**src/rtl/instr_fetch.sv**
```systemverilog
// Instruction fetch: drives instr_mem reads, buffers {pc, word} responses in a small FIFO and
// hands them to decode over valid/ready. A redirect flushes buffered and in-flight words.
module instr_fetch #(
    parameter logic [31:0] RESET_PC = 32'h0,
    parameter int unsigned DEPTH    = 2
) (
    input  logic        clk,
    input  logic        rst_n,
    output logic [31:0] mem_adr,
    output logic        mem_load,
    output logic [31:0] mem_in,
    input  logic [31:0] mem_out,
    input  logic        mem_done,
    input  logic        redirect,
    input  logic [31:0] redirect_pc,
    output logic        ins_valid,
    output logic [31:0] ins,
    output logic [31:0] ins_pc,
    input  logic        ins_ready
);
    localparam int unsigned PW = $clog2(DEPTH);
    localparam int unsigned CW = PW + 1;

    typedef enum logic [0:0] {StBoot, StRun} state_e;

    state_e        st_q, st_d;
    logic          run;
    logic [31:0]   fetch_pc_q, fetch_pc_d;
    logic          inflight_q, inflight_d;
    logic [31:0]   inflight_pc_q, inflight_pc_d;
    logic [31:0]   fifo_word_q [DEPTH];
    logic [31:0]   fifo_pc_q   [DEPTH];
    logic [PW-1:0] rd_ptr_q, rd_ptr_d, wr_ptr_q, wr_ptr_d;
    logic [CW-1:0] count_q, count_d, occ_after, rem;
    logic [31:0]   head_word_q, head_word_d, head_pc_q, head_pc_d;
    logic          pop, push, issue;
    logic          unused_redirect_lsb;

    // FSM: state register
    always_ff @(posedge clk or negedge rst_n) begin
        if (!rst_n) st_q <= StBoot;
        else        st_q <= st_d;
    end

    // FSM: next state
    always_comb begin
        st_d = st_q;
        unique case (st_q)
            StBoot:  st_d = StRun;
            StRun:   st_d = StRun;
            default: st_d = StBoot;
        endcase
    end

    // FSM: outputs
    always_comb begin
        run = (st_q == StRun);
    end

    assign ins_valid = (count_q != '0);
    assign pop       = ins_valid && ins_ready;
    assign push      = inflight_q && !redirect;
    // Occupancy once this cycle's pop retires, counting the word still in flight.
    assign occ_after = count_q + CW'(inflight_q) - CW'(pop);
    assign rem       = count_q - CW'(pop);
    assign issue     = run && mem_done && !redirect && (occ_after < CW'(DEPTH));

    always_comb begin
        fetch_pc_d    = fetch_pc_q;
        inflight_d    = issue;
        inflight_pc_d = inflight_pc_q;
        rd_ptr_d      = rd_ptr_q;
        wr_ptr_d      = wr_ptr_q;
        count_d       = count_q;
        head_word_d   = head_word_q;
        head_pc_d     = head_pc_q;
        if (redirect) begin
            fetch_pc_d = {redirect_pc[31:2], 2'b00};
            rd_ptr_d   = '0;
            wr_ptr_d   = '0;
            count_d    = '0;
        end else begin
            if (issue) begin
                fetch_pc_d    = fetch_pc_q + 32'd4;
                inflight_pc_d = fetch_pc_q;
            end
            if (push) wr_ptr_d = wr_ptr_q + PW'(1);
            if (pop)  rd_ptr_d = rd_ptr_q + PW'(1);
            count_d = count_q + CW'(push) - CW'(pop);
            // Head registers mirror the next FIFO head; they hold when the FIFO drains.
            if (rem == '0) begin
                if (push) begin
                    head_word_d = mem_out;
                    head_pc_d   = inflight_pc_q;
                end
            end else begin
                head_word_d = fifo_word_q[rd_ptr_d];
                head_pc_d   = fifo_pc_q[rd_ptr_d];
            end
        end
    end

    always_ff @(posedge clk or negedge rst_n) begin
        if (!rst_n) begin
            fetch_pc_q    <= RESET_PC;
            inflight_q    <= 1'b0;
            inflight_pc_q <= '0;
            rd_ptr_q      <= '0;
            wr_ptr_q      <= '0;
            count_q       <= '0;
            head_word_q   <= '0;
            head_pc_q     <= '0;
            for (int i = 0; i < int'(DEPTH); i++) begin
                fifo_word_q[i] <= '0;
                fifo_pc_q[i]   <= '0;
            end
        end else begin
            fetch_pc_q    <= fetch_pc_d;
            inflight_q    <= inflight_d;
            inflight_pc_q <= inflight_pc_d;
            rd_ptr_q      <= rd_ptr_d;
            wr_ptr_q      <= wr_ptr_d;
            count_q       <= count_d;
            head_word_q   <= head_word_d;
            head_pc_q     <= head_pc_d;
            if (push) begin
                fifo_word_q[wr_ptr_q] <= mem_out;
                fifo_pc_q[wr_ptr_q]   <= inflight_pc_q;
            end
        end
    end

    always_ff @(posedge clk) begin
        if (rst_n && push && !pop) begin
            assert (count_q < CW'(DEPTH)) else $error("instr_fetch: push into full buffer");
        end
    end

    assign mem_adr             = fetch_pc_q;
    assign mem_load            = 1'b0;
    assign mem_in              = 32'h0;
    assign ins                 = head_word_q;
    assign ins_pc              = head_pc_q;
    assign unused_redirect_lsb = ^redirect_pc[1:0];

endmodule

```
**config.mk**
```make
export PLATFORM = sky130hd
export DESIGN_NAME = instr_fetch
export DESIGN_NICKNAME = d
export VERILOG_FILES = /design/src/rtl/instr_fetch.sv
export SDC_FILE = /design/constraint.sdc
export NUM_CORES = 1
export LEC_CHECK = 0
export BUFFER_PORTS_ARGS = -buffer_cell sky130_fd_sc_hd__buf_2
export CORE_MARGIN = 8
export CORE_UTILIZATION = 40
export CTS_CLUSTER_SIZE = 20
export DETAILED_ROUTE_END_ITERATION = 10
export GPL_TIMING_DRIVEN = 1
export PLACE_DENSITY_LB_ADDON = 0.15
export SLEW_MARGIN = 30
export SYNTH_ARGS = -nofsm -noshare
export SYNTH_HDL_FRONTEND = slang
export SYNTH_SLANG_ARGS = --single-unit
```
**constraint.sdc**
```tcl
create_clock -name clk -period 2.31 [get_ports clk]
set_clock_uncertainty 0.2 [all_clocks]
set_input_delay 0.231 -clock clk [delete_from_list [all_inputs] [get_ports clk]]
set_output_delay 0.231 -clock clk [all_outputs]
set_load 0.02 [all_outputs]
```
==> results of run 1 <==
metrics by stage:
stage | std cells | setup TNS (ns)
after CTS | 1504 | 0
final | 1504 | 0
after detailed placement | 1391 | 0
after global placement | 1389 | -1.23
after global routing | 1504 | -0.0937
after floorplan | 894 | 0
cell families after synthesis:
family                     after synthesis  share of synthesized area
adders and majority gates                2                    0.00226
and+or+nand+nor                         99                     0.0494
DFF                                    252                      0.569
xor gates and xnor gates                31                     0.0252
muxes                                  223                      0.219
AOI/OAI and AO/OA                      157                     0.0873
other                                    2                   0.000678
buffers and inverters                   92                     0.0467
layer usage:
metal	GRT usage	routed length (µm)
met3	0.0270	1230
met5	0	0
met2	0.270	13100
met1	0.225	12800
met4	0.0420	529
where the power goes:
| group | switching, mW | internal (mW) |
|---|---|---|
| Clock | 1.74 | 2.67 |
| Sequential | 0.782 | 5.66 |
| Combinational | 2.10 | 1.83 |
synth_stat cells:
cell type                  count
sky130_fd_sc_hd__a211oi_4      1
sky130_fd_sc_hd__nand2_1      34
sky130_fd_sc_hd__or2_1         1
sky130_fd_sc_hd__xnor2_1      23
sky130_fd_sc_hd__mux2i_1      63
sky130_fd_sc_hd__xor2_2        1
sky130_fd_sc_hd__buf_4        43
sky130_fd_sc_hd__nand2b_1      1
sky130_fd_sc_hd__nor3_1        4
sky130_fd_sc_hd__mux2_2      160
sky130_fd_sc_hd__conb_1        2
sky130_fd_sc_hd__or3_1         4
sky130_fd_sc_hd__nor4b_1       2
sky130_fd_sc_hd__o21ai_1      10
sky130_fd_sc_hd__a21oi_1       1
sky130_fd_sc_hd__and4b_1       1
sky130_fd_sc_hd__xor2_1        7
sky130_fd_sc_hd__nand4_1       4
sky130_fd_sc_hd__a21o_1        2
sky130_fd_sc_hd__a31oi_1       2
sky130_fd_sc_hd__inv_1         3
sky130_fd_sc_hd__nand4b_1      1
sky130_fd_sc_hd__nor2_1        9
sky130_fd_sc_hd__and3_1        5
sky130_fd_sc_hd__nor4b_2       3
sky130_fd_sc_hd__a22oi_1      62
sky130_fd_sc_hd__and4_1        3
sky130_fd_sc_hd__dfrtp_1     252
sky130_fd_sc_hd__clkbuf_2      1
sky130_fd_sc_hd__o21ai_0      78
sky130_fd_sc_hd__clkbuf_1     37
sky130_fd_sc_hd__buf_2         8
sky130_fd_sc_hd__o31a_1        1
sky130_fd_sc_hd__nand3_1       9
sky130_fd_sc_hd__nor3_2        1
sky130_fd_sc_hd__nor4_1       12
sky130_fd_sc_hd__ha_1          2
sky130_fd_sc_hd__nor2b_1       2
sky130_fd_sc_hd__nor3b_1       3
what timing repair did:
| action | 4_1_cts | 5_1_grt |
|---|---|---|
| hold buffers | 65 | 0 |
| resized for setup | 0 | 3 |
| endpoints found under the setup margin | 0 | 12 |
| hold endpoints to repair | 382 | 0 |
worst max-delay path, stage by stage, from the launching register on:
cell and delay (ns):
sky130_fd_sc_hd__dfrtp_1 0.42, sky130_fd_sc_hd__o21ai_1 0.23, sky130_fd_sc_hd__a211oi_4 0.10, sky130_fd_sc_hd__nor2_4 0.32, sky130_fd_sc_hd__mux2i_1 0.22, sky130_fd_sc_hd__o21ai_0 0.08, sky130_fd_sc_hd__dlygate4sd3_1 0.56
cell type report:
cell class | count | area, µm²
clock buffer | 40 | 817
clock inverter | 8 | 96.3
fill | 2445 | 13400
inverter | 3 | 11.3
multi-input combinational | 550 | 4470
sequential | 252 | 6310
tap | 378 | 473
timing repair buffer | 273 | 1980
worst paths after layout:
kind                                 start         endpoint  slack (ns)
max                             inflight_q       mem_adr[3]        0.06
min                                  rst_n          ins[17]        0.01
max in group asynchronous            rst_n    fifo_pc_q[14]        1.16
min in group clk                  mem_done       mem_adr[2]        0.12
max reg2reg                     inflight_q       mem_adr[3]        0.06
min reg2reg                fifo_word_q[24]  fifo_word_q[24]        0.30
registers in the layout (all words and copies together), names as in the netlist:
signal,count
count_q,2
run,1
fifo_word_q,64
inflight_q,1
rd_ptr_q,1
wr_ptr_q,1
mem_adr,30
ins_pc,30
ins,32
inflight_pc_q,30
fifo_pc_q,60
==> Implementation_results.wiki, run 1 <==
{| class="wikitable"
! Metric !! Value
|-
| First-pass detailed-route iteration total || 5
|-
| IO buf count || 159
|-
| Htree depth || 1
|-
| Slew headroom || 0.635
|-
| Starting density of the core || 0.402
|-
| CTS max path bufs || 3
|-
| Category of the worst setup path capture point || flip-flop
|-
| Core region area || 27600 µm²
|-
| Fmax || 444 MHz
|-
| Post-synthesis instance total || 858
|-
| CTS tree || built
|-
| Drt drc || 0
|-
| Leakage power figure || 6.84 nW
|-
| Maximum vdd ir drop || 0.728 mV
|-
| Transition time at the pin with the least slew margin || 0.547 ns
|-
| Final period demand of the worst path || 2.25 ns
|-
| Clock transition at the registers of the reported paths || 0.06 ns
|-
| Floorplan die area || 33300 µm²
|-
| Total power draw || 14.8 mW
|-
| Fraction of layout instances using a drive strength above 1 || 0.377
|-
| Via count of the first global-routing pass || 7930
|-
| Number of antenna violations at the first check in global routing || 0
|-
| Total routing usage reported by global routing || 0.165
|-
| Worst Path Class, Setup || flip-flop to flip-flop
|-
| Worst r2r path cells || 6
|-
| Sum of net half-perimeters after detailed placement || 17900 µm
|-
| Register bit count reported by yosys || 252
|-
| Biggest fanout along the worst timing path || 10
|-
| Final antenna-violating net count || 0
|-
| Post-layout worst setup margin || 0.0566 ns
|-
| Sort of element at the start of the critical path || flip-flop
|-
| Class of the tightest hold or removal check || input pin to asynchronous set/reset pin
|-
| Total of warnings raised by yosys || 0
|-
| Setup repair after global routing missed its margin || true
|-
| Post-route fraction of the period consumed by the critical path || 0.976
|-
| Area share of the largest cell type after synthesis || 0.569
|-
| Width of the die || 182 µm
|-
| Overflow left after global routing || 0
|-
| Area after DPL || 12600 µm²
|-
| Setup-failing EPs final || 0
|-
| Maximum number of pins on one net before global-route repair || 70
|-
| Cell row count || 61
|-
| Area overhead of the layout relative to synthesis || 27.6%
|-
| N_diodes || 0
|-
| First-pass GRT wire length || 44600 µm
|-
| Count of cell types in the netlist || 39
|-
| Vias per std cell || 5.04
|-
| Number of DRC violations after detailed-routing iteration 0 || 371
|-
| Leading area contributor after synthesis || sky130_fd_sc_hd__dfrtp_1
|-
| CTS Root Cell || sky130_fd_sc_hd__clkbuf_16
|-
| Most area-consuming cells after synthesis || sky130_fd_sc_hd__dfrtp_1, sky130_fd_sc_hd__mux2_2, sky130_fd_sc_hd__mux2i_1
|-
| Avg Synthesized Cell Area || 12.9 µm²
|-
| Most common cell after layout, fill and taps aside || sky130_fd_sc_hd__dfrtp_1
|-
| Total via count after detailed routing || 7574
|-
| Worst hold-check slack || 0.0127 ns
|-
| Worst-case setup slack after placement || 0.0571 ns
|-
| Count of max-cap constraint violations || 0
|-
| Fin util || 0.513
|-
| Number of primary I/O pins || 199
|-
| Data required, critical path || 2.52 ns
|-
| Die extent in y || 182 µm
|-
| Post CTS Setup Buffer Count || 0
|-
| Sequential fraction of the synthesis area || 0.569
|-
| Number of max-slew violations in the final report || 0
|-
| Commonest non-fill, non-tap cells in the layout || sky130_fd_sc_hd__dfrtp_1, sky130_fd_sc_hd__mux2_2, sky130_fd_sc_hd__buf_2, sky130_fd_sc_hd__o21ai_0, sky130_fd_sc_hd__dlygate4sd3_1
|-
| Worst endpoint data arrival time || 2.46 ns
|-
| Placer congestion estimate || 0.751
|-
| Status || complete, no violations
|-
| Post-route standard cell area excluding fillers || 14100 µm²
|-
| Latest clock arrival within the worst-skew pair || 0.53 ns
|-
| Number of clock sinks || 252
|-
| Aggregate routed wire length || 27600 µm
|-
| Post-layout nets || 1179
|-
| Endpoints failing hold || 0
|-
| Final routed wire length divided by cell count || 18.4 µm
|-
| Num CTS Buffers || 28
|-
| Post-Syn Area || 11100 µm²
|-
| Areal power density over the cells || 1040 nW/µm²
|}
No activity file was read; power rests on OpenSTA's default activity.
==> run 2: changes to the inputs <==
--- a/config.mk
+++ b/config.mk
@@ -6,6 +6,8 @@
 export NUM_CORES = 1
 export LEC_CHECK = 0
 export BUFFER_PORTS_ARGS = -buffer_cell sky130_fd_sc_hd__buf_2
+export CELL_PAD_IN_SITES_DETAIL_PLACEMENT = 1
+export CELL_PAD_IN_SITES_GLOBAL_PLACEMENT = 1
 export CORE_MARGIN = 8
 export CORE_UTILIZATION = 40
 export CTS_CLUSTER_SIZE = 20
==> run 2 against run 1 <==
  * Via count grew 2.3%
  * Clock power is 7.0% higher
  * Worst hold slack better by 0.16 ns
  * Sequential cell count unchanged
  * Register-to-register slack better by 0.02 ns
  * First-iteration DRC count down 13%
  * Highest routed layer unchanged
==> Implementation_results.wiki, run 2 (synthesis results as in run 1) <==
{| class="wikitable"
! Metric !! Value
|-
| Final antenna-violating net count || 0 (unchanged)
|-
| Total power draw || 15.2 mW (+3.1%)
|-
| Worst setup slack for register-to-register paths || 0.08 ns (+0.02 ns)
|-
| Areal power density over the cells || 1060 nW/µm² (+1.2%)
|-
| Number of logic stages on the critical path including buffering || 7 (+1)
|-
| Aggregate routed wire length || 30100 µm (+8.9%)
|-
| Reg power frac || 0.424 (-0.012)
|-
| Number of max-slew violations in the final report || 0 (unchanged)
|-
| Fin util || 0.523 (+0.00954)
|-
| Endpoints failing hold || 0 (unchanged)
|-
| First-pass detailed-route iteration total || 4 (-1)
|-
| Floorplan die area || 33300 µm² (unchanged)
|-
| Most common cell after layout, fill and taps aside || sky130_fd_sc_hd__dfrtp_1
|-
| Post-route standard cell area excluding fillers || 14400 µm² (+1.9%)
|-
| CTS max path bufs || 3 (unchanged)
|-
| Sum of net half-perimeters after detailed placement || 19500 µm (+8.6%)
|-
| Final routed wire length divided by cell count || 19.8 µm (+8.1%)
|-
| Worst hold-check slack || 0.172 ns (+0.159 ns)
|-
| Setup-failing EPs final || 0 (unchanged)
|-
| Sort of element at the start of the critical path || input pin
|-
| Number of primary I/O pins || 199 (unchanged)
|-
| Number of antenna violations at the first check in global routing || 0 (unchanged)
|-
| Clock transition at the registers of the reported paths || 0.06 ns (about the same)
|-
| Flip-flop count of the largest register after layout || 64 (unchanged)
|-
| Internal power || 10.5 mW (+3.2%)
|-
| CTS tree || built
|-
| N_diodes || 0 (unchanged)
|-
| Worst flop-to-flop path endpoint || mem_adr[31]
|-
| Buffer and inverter count on the worst path || 2 (+1)
|-
| Placed Instances || 1392 (+0.072%)
|-
| Die extent in y || 182 µm (unchanged)
|-
| Class of the tightest hold or removal check || input pin to flip-flop
|-
| Number of DRC violations after detailed-routing iteration 0 || 324 (-13%)
|-
| Area overhead of the layout relative to synthesis || 30.0%
|-
| Slew headroom || 0.599 (-0.0361)
|-
| Final period demand of the worst path || 2.25 ns (-0.00459 ns)
|-
| Family with the most delay on the worst path || simple AND/OR/NAND/NOR gates
|-
| Switching share of total power || 0.312 (-0.000679)
|-
| Number of clock sinks || 252 (unchanged)
|-
| Ordered list of cells on the worst path || dlygate4sd3_1 -> buf_2 -> nand4b_1 -> or3_4 -> or3_4 -> or3_1 -> a31oi_1
|-
| Setup repair after global routing missed its margin || true
|-
| Fraction of layout instances using a drive strength above 1 || 0.388 (+0.0110)
|-
| Count of max-cap constraint violations || 0 (unchanged)
|-
| Total routing usage reported by global routing || 0.183 (+0.0177)
|-
| Placer congestion estimate || 0.739 (-1.6%)
|-
| Maximum vdd ir drop || 0.604 mV (-17%)
|-
| Post-route fraction of the period consumed by the critical path || 0.974 (-0.00199)
|-
| Transition time at the pin with the least slew margin || 0.600 ns (+0.0527 ns)
|-
| Data required, critical path || 2.56 ns (+0.04 ns)
|-
| Biggest fanout along the worst timing path || 6 (-4)
|-
| Final Instance Count excl. Fillers || 1516 (+0.80%)
|-
| Width of the die || 182 µm (unchanged)
|-
| Clock network power share || 0.309 (+0.011)
|-
| Largest incremental delay on the critical path || 0.54 ns (-0.02 ns)
|-
| Starting density of the core || 0.402 (unchanged)
|-
| Via count of the first global-routing pass || 8631 (+8.8%)
|-
| Net switching component of the power || 4.75 mW (+2.9%)
|-
| Vias per std cell || 5.11 (+1.4%)
|-
| Core region area || 27600 µm² (unchanged)
|-
| Leakage power figure || 6.96 nW (+1.7%)
|-
| CTS Root Cell || sky130_fd_sc_hd__clkbuf_16
|-
| Origin of the worst setup path || redirect
|-
| Post-layout nets || 1188 (+0.76%)
|-
| Part of the total power dissipated in combinational logic || 0.267 (about the same)
|-
| Category of the worst setup path capture point || flip-flop
|-
| Num CTS Buffers || 29 (+3.6%)
|-
| Latest clock arrival within the worst-skew pair || 0.54 ns (about the same)
|-
| Launch instance of the worst register-to-register path || inflight_q
|-
| Most frequent CP cell || sky130_fd_sc_hd__or3_4
|-
| Maximum number of pins on one net before global-route repair || 67 (-4.3%)
|-
| Htree depth || 1 (unchanged)
|-
| Fmax || 445 MHz (+0.20%)
|-
| Capturing element of the worst setup path || mem_adr[31]
|-
| Count of filler cells inserted in the layout || 2794 (+14%)
|-
| Worst Path Class, Setup || input pin to flip-flop
|-
| Register bank with the most flops || fifo_word_q
|-
| Slowest stage cell on the critical path || sky130_fd_sc_hd__dlygate4sd3_1
|-
| Worst r2r path cells || 6 (unchanged)
|-
| Area after DPL || 12600 µm² (+0.60%)
|-
| First-pass GRT wire length || 49000 µm (+9.8%)
|-
| IO buf count || 159 (unchanged)
|-
| Overflow left after global routing || 0 (unchanged)
|-
| Worst endpoint data arrival time || 2.50 ns (+0.04 ns)
|-
| Status || complete, no violations
|-
| Commonest non-fill, non-tap cells in the layout || sky130_fd_sc_hd__dfrtp_1, sky130_fd_sc_hd__mux2_2, sky130_fd_sc_hd__buf_2, sky130_fd_sc_hd__o21ai_0, sky130_fd_sc_hd__dlygate4sd3_1
|-
| Drt drc || 0 (unchanged)
|-
| Cell row count || 61 (unchanged)
|-
| Total via count after detailed routing || 7745 (+2.3%)
|}
[run 2: cell count changes in the layout (fill, tap and decap cells not counted), sizes merged]
cell,change
buf,+7
clkbuf,+5
clkinv,-2
bufinv,+1
dlygate4sd3,+1
[run 2: layout make-up]
type / instances / area [µm²] / area share
Sequential cell: 252 / 6310 / 0.438
Multi-Input combinational cell: 550 / 4490 / 0.311
Timing Repair Buffer: 281 / 2140 / 0.148
Clock buffer: 45 / 876 / 0.0608
Tap cell: 378 / 473 / 0.0328
Clock inverter: 7 / 114 / 0.00790
Inverter: 3 / 11.3 / 0.000782
[run 2: tightest hold or removal path, delay by kind of cell]
family / cells / cell delay [ns]
buf+inv: 2 / 0.31
simple gates: 2 / 0.30
[run 2: timing repair]
| action | in CTS | in global routing |
|---|---|---|
| buffers inserted | 2 | 4 |
| endpoints found under the setup margin | 1 | 73 |
| hold endpoints to repair | 380 | 0 |
| hold buffers | 66 | 0 |
| pin swaps | 0 | 5 |
| resized for setup | 3 | 9 |
[run 2: stage by stage]
step / worst slack [ns] / TNS (ns)
2_1_floorplan: 0.00594 / 0
3_3_place_gp: -0.0244 / -0.657
3_5_place_dp: 0.0186 / 0
4_1_cts: 0.00250 / 0
5_1_grt: -0.00252 / -0.00252
6_report: 0.0612 / 0
[run 2: worst min path at each step]
stage,startpoint,to,cells past startpoint
floorplan,rst_n,count_q[0],0
global placement,rst_n,fifo_pc_q[7],1
detailed placement,rst_n,fifo_pc_q[7],1
CTS,mem_done,inflight_q,4
global route,mem_done,inflight_q,4
finish,mem_done,inflight_q,4
[run 2: layer usage]
metal | wire (µm) | GRT usage | share of wire | vias to the layer above
met5 | 0 | 0 | 0 | -
met2 | 15000 | 0.313 | 0.50 | 155
met3 | 1470 | 0.0370 | 0.049 | 30
met1 | 13200 | 0.234 | 0.44 | 4014
met4 | 454 | 0.0446 | 0.015 | 0
li1 | - | - | - | 3546
[run 2: power groups by stage]
stage	sequential [mW]	clock (mW)	combinational (mW)
after floorplan	7.05	0	1.87
after global placement	6.48	0	3.91
after detailed placement	6.53	0	4.00
after CTS	6.46	4.84	4.12
after global routing	6.63	5.00	4.45
final	6.45	4.71	4.07
==> run 3: changes to the inputs <==
--- a/config.mk
+++ b/config.mk
@@ -8,7 +8,6 @@
 export BUFFER_PORTS_ARGS = -buffer_cell sky130_fd_sc_hd__buf_2
 export CELL_PAD_IN_SITES_DETAIL_PLACEMENT = 1
 export CELL_PAD_IN_SITES_GLOBAL_PLACEMENT = 1
-export CORE_MARGIN = 8
 export CORE_UTILIZATION = 40
 export CTS_CLUSTER_SIZE = 20
 export DETAILED_ROUTE_END_ITERATION = 10
==> run 3 against run 2 <==
  * Utilization is 0.055 points higher
  * Worst setup slack better by 0.042 ns
  * Register-to-register slack gained 0.02 ns
  * Global-route usage increased by 2.3 points
  * First-iteration DRC count down 3.7%
  * Wire length fell by 3.4%
  * Sequential power about the same
  * Combinational power is essentially flat
  * Largest cell class unchanged
==> Implementation_results.wiki, run 3 (synthesis results as in run 1) <==
{| class="wikitable"
! Metric !! Value
|-
| Status || complete, no violations
|-
| Number of clock sinks || 252 (unchanged)
|-
| Commonest non-fill, non-tap cells in the layout || sky130_fd_sc_hd__dfrtp_1, sky130_fd_sc_hd__mux2_2, sky130_fd_sc_hd__buf_2, sky130_fd_sc_hd__o21ai_0, sky130_fd_sc_hd__dlygate4sd3_1
|-
| Total via count after detailed routing || 7735 (-0.13%)
|-
| Floorplan die area || 28400 µm² (-15%)
|-
| First-pass GRT wire length || 46500 µm (-5.0%)
|-
| Transition time at the pin with the least slew margin || 0.615 ns (+0.0146 ns)
|-
| Post-route fraction of the period consumed by the critical path || 0.955 (-0.0184)
|-
| Overflow left after global routing || 0 (unchanged)
|-
| Flip-flop count of the largest register after layout || 64 (unchanged)
|-
| IO buf count || 159 (unchanged)
|-
| Sort of element at the start of the critical path || flip-flop
|-
| Final period demand of the worst path || 2.21 ns (-0.0424 ns)
|-
| Cell row count || 60 (-1.6%)
|-
| Worst endpoint data arrival time || 2.40 ns (-0.10 ns)
|-
| Maximum number of pins on one net before global-route repair || 60 (-10%)
|-
| Number of antenna violations at the first check in global routing || 0 (unchanged)
|-
| First-pass detailed-route iteration total || 4 (unchanged)
|-
| Category of the worst setup path capture point || flip-flop
|-
| Endpoints failing hold || 0 (unchanged)
|-
| CTS Root Cell || sky130_fd_sc_hd__clkbuf_16
|-
| Count of max-cap constraint violations || 0 (unchanged)
|-
| Post-layout nets || 1187 (-0.084%)
|-
| Vias per std cell || 5.14 (+0.67%)
|-
| Final routed wire length divided by cell count || 19.3 µm (-2.6%)
|-
| Most used routing layer in global routing || met2
|-
| Biggest fanout along the worst timing path || 14 (+8)
|-
| Clock transition at the registers of the reported paths || 0.06 ns (about the same)
|-
| Starting density of the core || 0.409 (+0.00670)
|-
| Die extent in y || 168 µm (-7.7%)
|-
| N_diodes || 0 (unchanged)
|-
| Total routing usage reported by global routing || 0.206 (+0.0234)
|-
| Most common cell after layout, fill and taps aside || sky130_fd_sc_hd__dfrtp_1
|-
| Number of primary I/O pins || 199 (unchanged)
|-
| Setup-failing EPs final || 0 (unchanged)
|-
| M2 GR Usage || 0.365 (+0.0512)
|-
| Placed Instances || 1390 (-0.14%)
|-
| GR Util met1 || 0.270 (+0.0363)
|-
| Final antenna-violating net count || 0 (unchanged)
|-
| Class of the tightest hold or removal check || input pin to asynchronous set/reset pin
|-
| Number of DRC violations after detailed-routing iteration 0 || 312 (-3.7%)
|-
| Slew headroom || 0.589 (-0.00975)
|-
| Worst Path Class, Setup || flip-flop to flip-flop
|-
| CTS tree || built
|-
| Htree depth || 1 (unchanged)
|-
| Data required, critical path || 2.51 ns (-0.05 ns)
|-
| Drt drc || 0 (unchanged)
|-
| Register bank with the most flops || fifo_word_q
|-
| Via count of the first global-routing pass || 8384 (-2.9%)
|-
| Num CTS Buffers || 28 (-3.4%)
|-
| Latest clock arrival within the worst-skew pair || 0.53 ns (about the same)
|-
| Number of max-slew violations in the final report || 0 (unchanged)
|-
| Sum of net half-perimeters after detailed placement || 18000 µm (-7.2%)
|-
| CTS max path bufs || 3 (unchanged)
|-
| Area overhead of the layout relative to synthesis || 28.0%
|-
| Areal power density over the cells || 1030 nW/µm² (-2.1%)
|-
| Maximum vdd ir drop || 0.749 mV (+24%)
|-
| GR Util met3 || 0.0274 (-0.00963)
|-
| Fmax || 453 MHz (+1.9%)
|-
| Final Instance Count excl. Fillers || 1504 (-0.79%)
|-
| Width of the die || 168 µm (-7.7%)
|-
| Core region area || 27100 µm² (-1.6%)
|-
| Placer congestion estimate || 0.770 (+4.2%)
|-
| Aggregate routed wire length || 29100 µm (-3.4%)
|-
| Fraction of layout instances using a drive strength above 1 || 0.386 (-0.00236)
|-
| Worst hold-check slack || 0.0424 ns (-0.129 ns)
|-
| Count of filler cells inserted in the layout || 2833 (+1.4%)
|-
| Leakage power figure || 6.88 nW (-1.2%)
|-
| Area after DPL || 12600 µm² (-0.42%)
|-
| Post-route standard cell area excluding fillers || 14200 µm² (-1.5%)
|}
-- run 3: changes by cell type in the layout (fill, tap and decap cells not counted), sizes merged --
cell,previous run,this run
buf,215,216
bufinv,3,0
clkbuf,45,42
clkinv,3,6
dlygate4sd3,66,63
inv,4,3
-- run 3: metrics by stage --
stage	power [mW]	TNS (ns)	utilization	worst slack, ns
floorplan	8.92	0	-	0.00594
global placement	10.3	-1.32	0.463	-0.0470
detailed placement	10.4	0	0.464	0.00430
CTS	14.8	0	0.520	0.0122
global route	15.5	-0.000621	0.524	-0.000621
finish	14.7	0	0.524	0.104
-- run 3: layout make-up --
class                           count  area [µm²]  area share
Inverter                            3        11.3    0.000794
Sequential cell                   252        6310       0.444
Timing Repair Buffer              281        2070       0.146
Clock inverter                      6        30.0     0.00212
Multi-Input combinational cell    550        4480       0.316
Clock buffer                       40         827      0.0583
Tap cell                          372         465      0.0328
-- run 3: final timing paths --
path,slack (ns),cells after the start,to,from
setup / recovery,0.10,8,ins_pc[22],count_q[0]
hold / removal,0.04,2,fifo_word_q[37],rst_n
setup reg to reg,0.10,8,ins_pc[22],count_q[0]
hold reg to reg,0.30,1,fifo_word_q[25],fifo_word_q[25]
max in group asynchronous,1.18,3,fifo_word_q[38],rst_n
min in group clk,0.07,4,mem_adr[30],redirect
-- run 3: power breakdown --
group	switching [mW]	internal (mW)	total, mW
clock network	1.72	2.45	4.17
registers	0.806	5.66	6.47
logic	2.17	1.87	4.04
total	4.70	9.98	14.7
-- run 3: timing repair --
action | in CTS | in global routing
hold buffers | 63 | 0
setup endpoints to repair | 2 | 52
endpoints found under the hold margin | 378 | 0
resized for setup | 2 | 7
cloned | 0 | 3
buffers inserted | 0 | 2
pin swaps | 0 | 1
-- run 3: critical path, cell delays in order, from the launching register on --
cell	delay, ns
sky130_fd_sc_hd__dfrtp_1	0.42
sky130_fd_sc_hd__buf_4	0.16
sky130_fd_sc_hd__or2_1	0.27
sky130_fd_sc_hd__nand2_4	0.12
sky130_fd_sc_hd__xor2_4	0.24
sky130_fd_sc_hd__buf_4	0.17
sky130_fd_sc_hd__clkbuf_16	0.20
sky130_fd_sc_hd__mux2i_1	0.20
sky130_fd_sc_hd__o21ai_0	0.09
-- run 3: layer usage --
layer / up-vias / share of wire / wire length (µm)
met2: 161 / 0.50 / 14400
met4: 0 / 0.014 / 410
met3: 37 / 0.037 / 1090
li1: 3555 / - / -
met5: - / 0 / 0
met1: 3982 / 0.45 / 13100
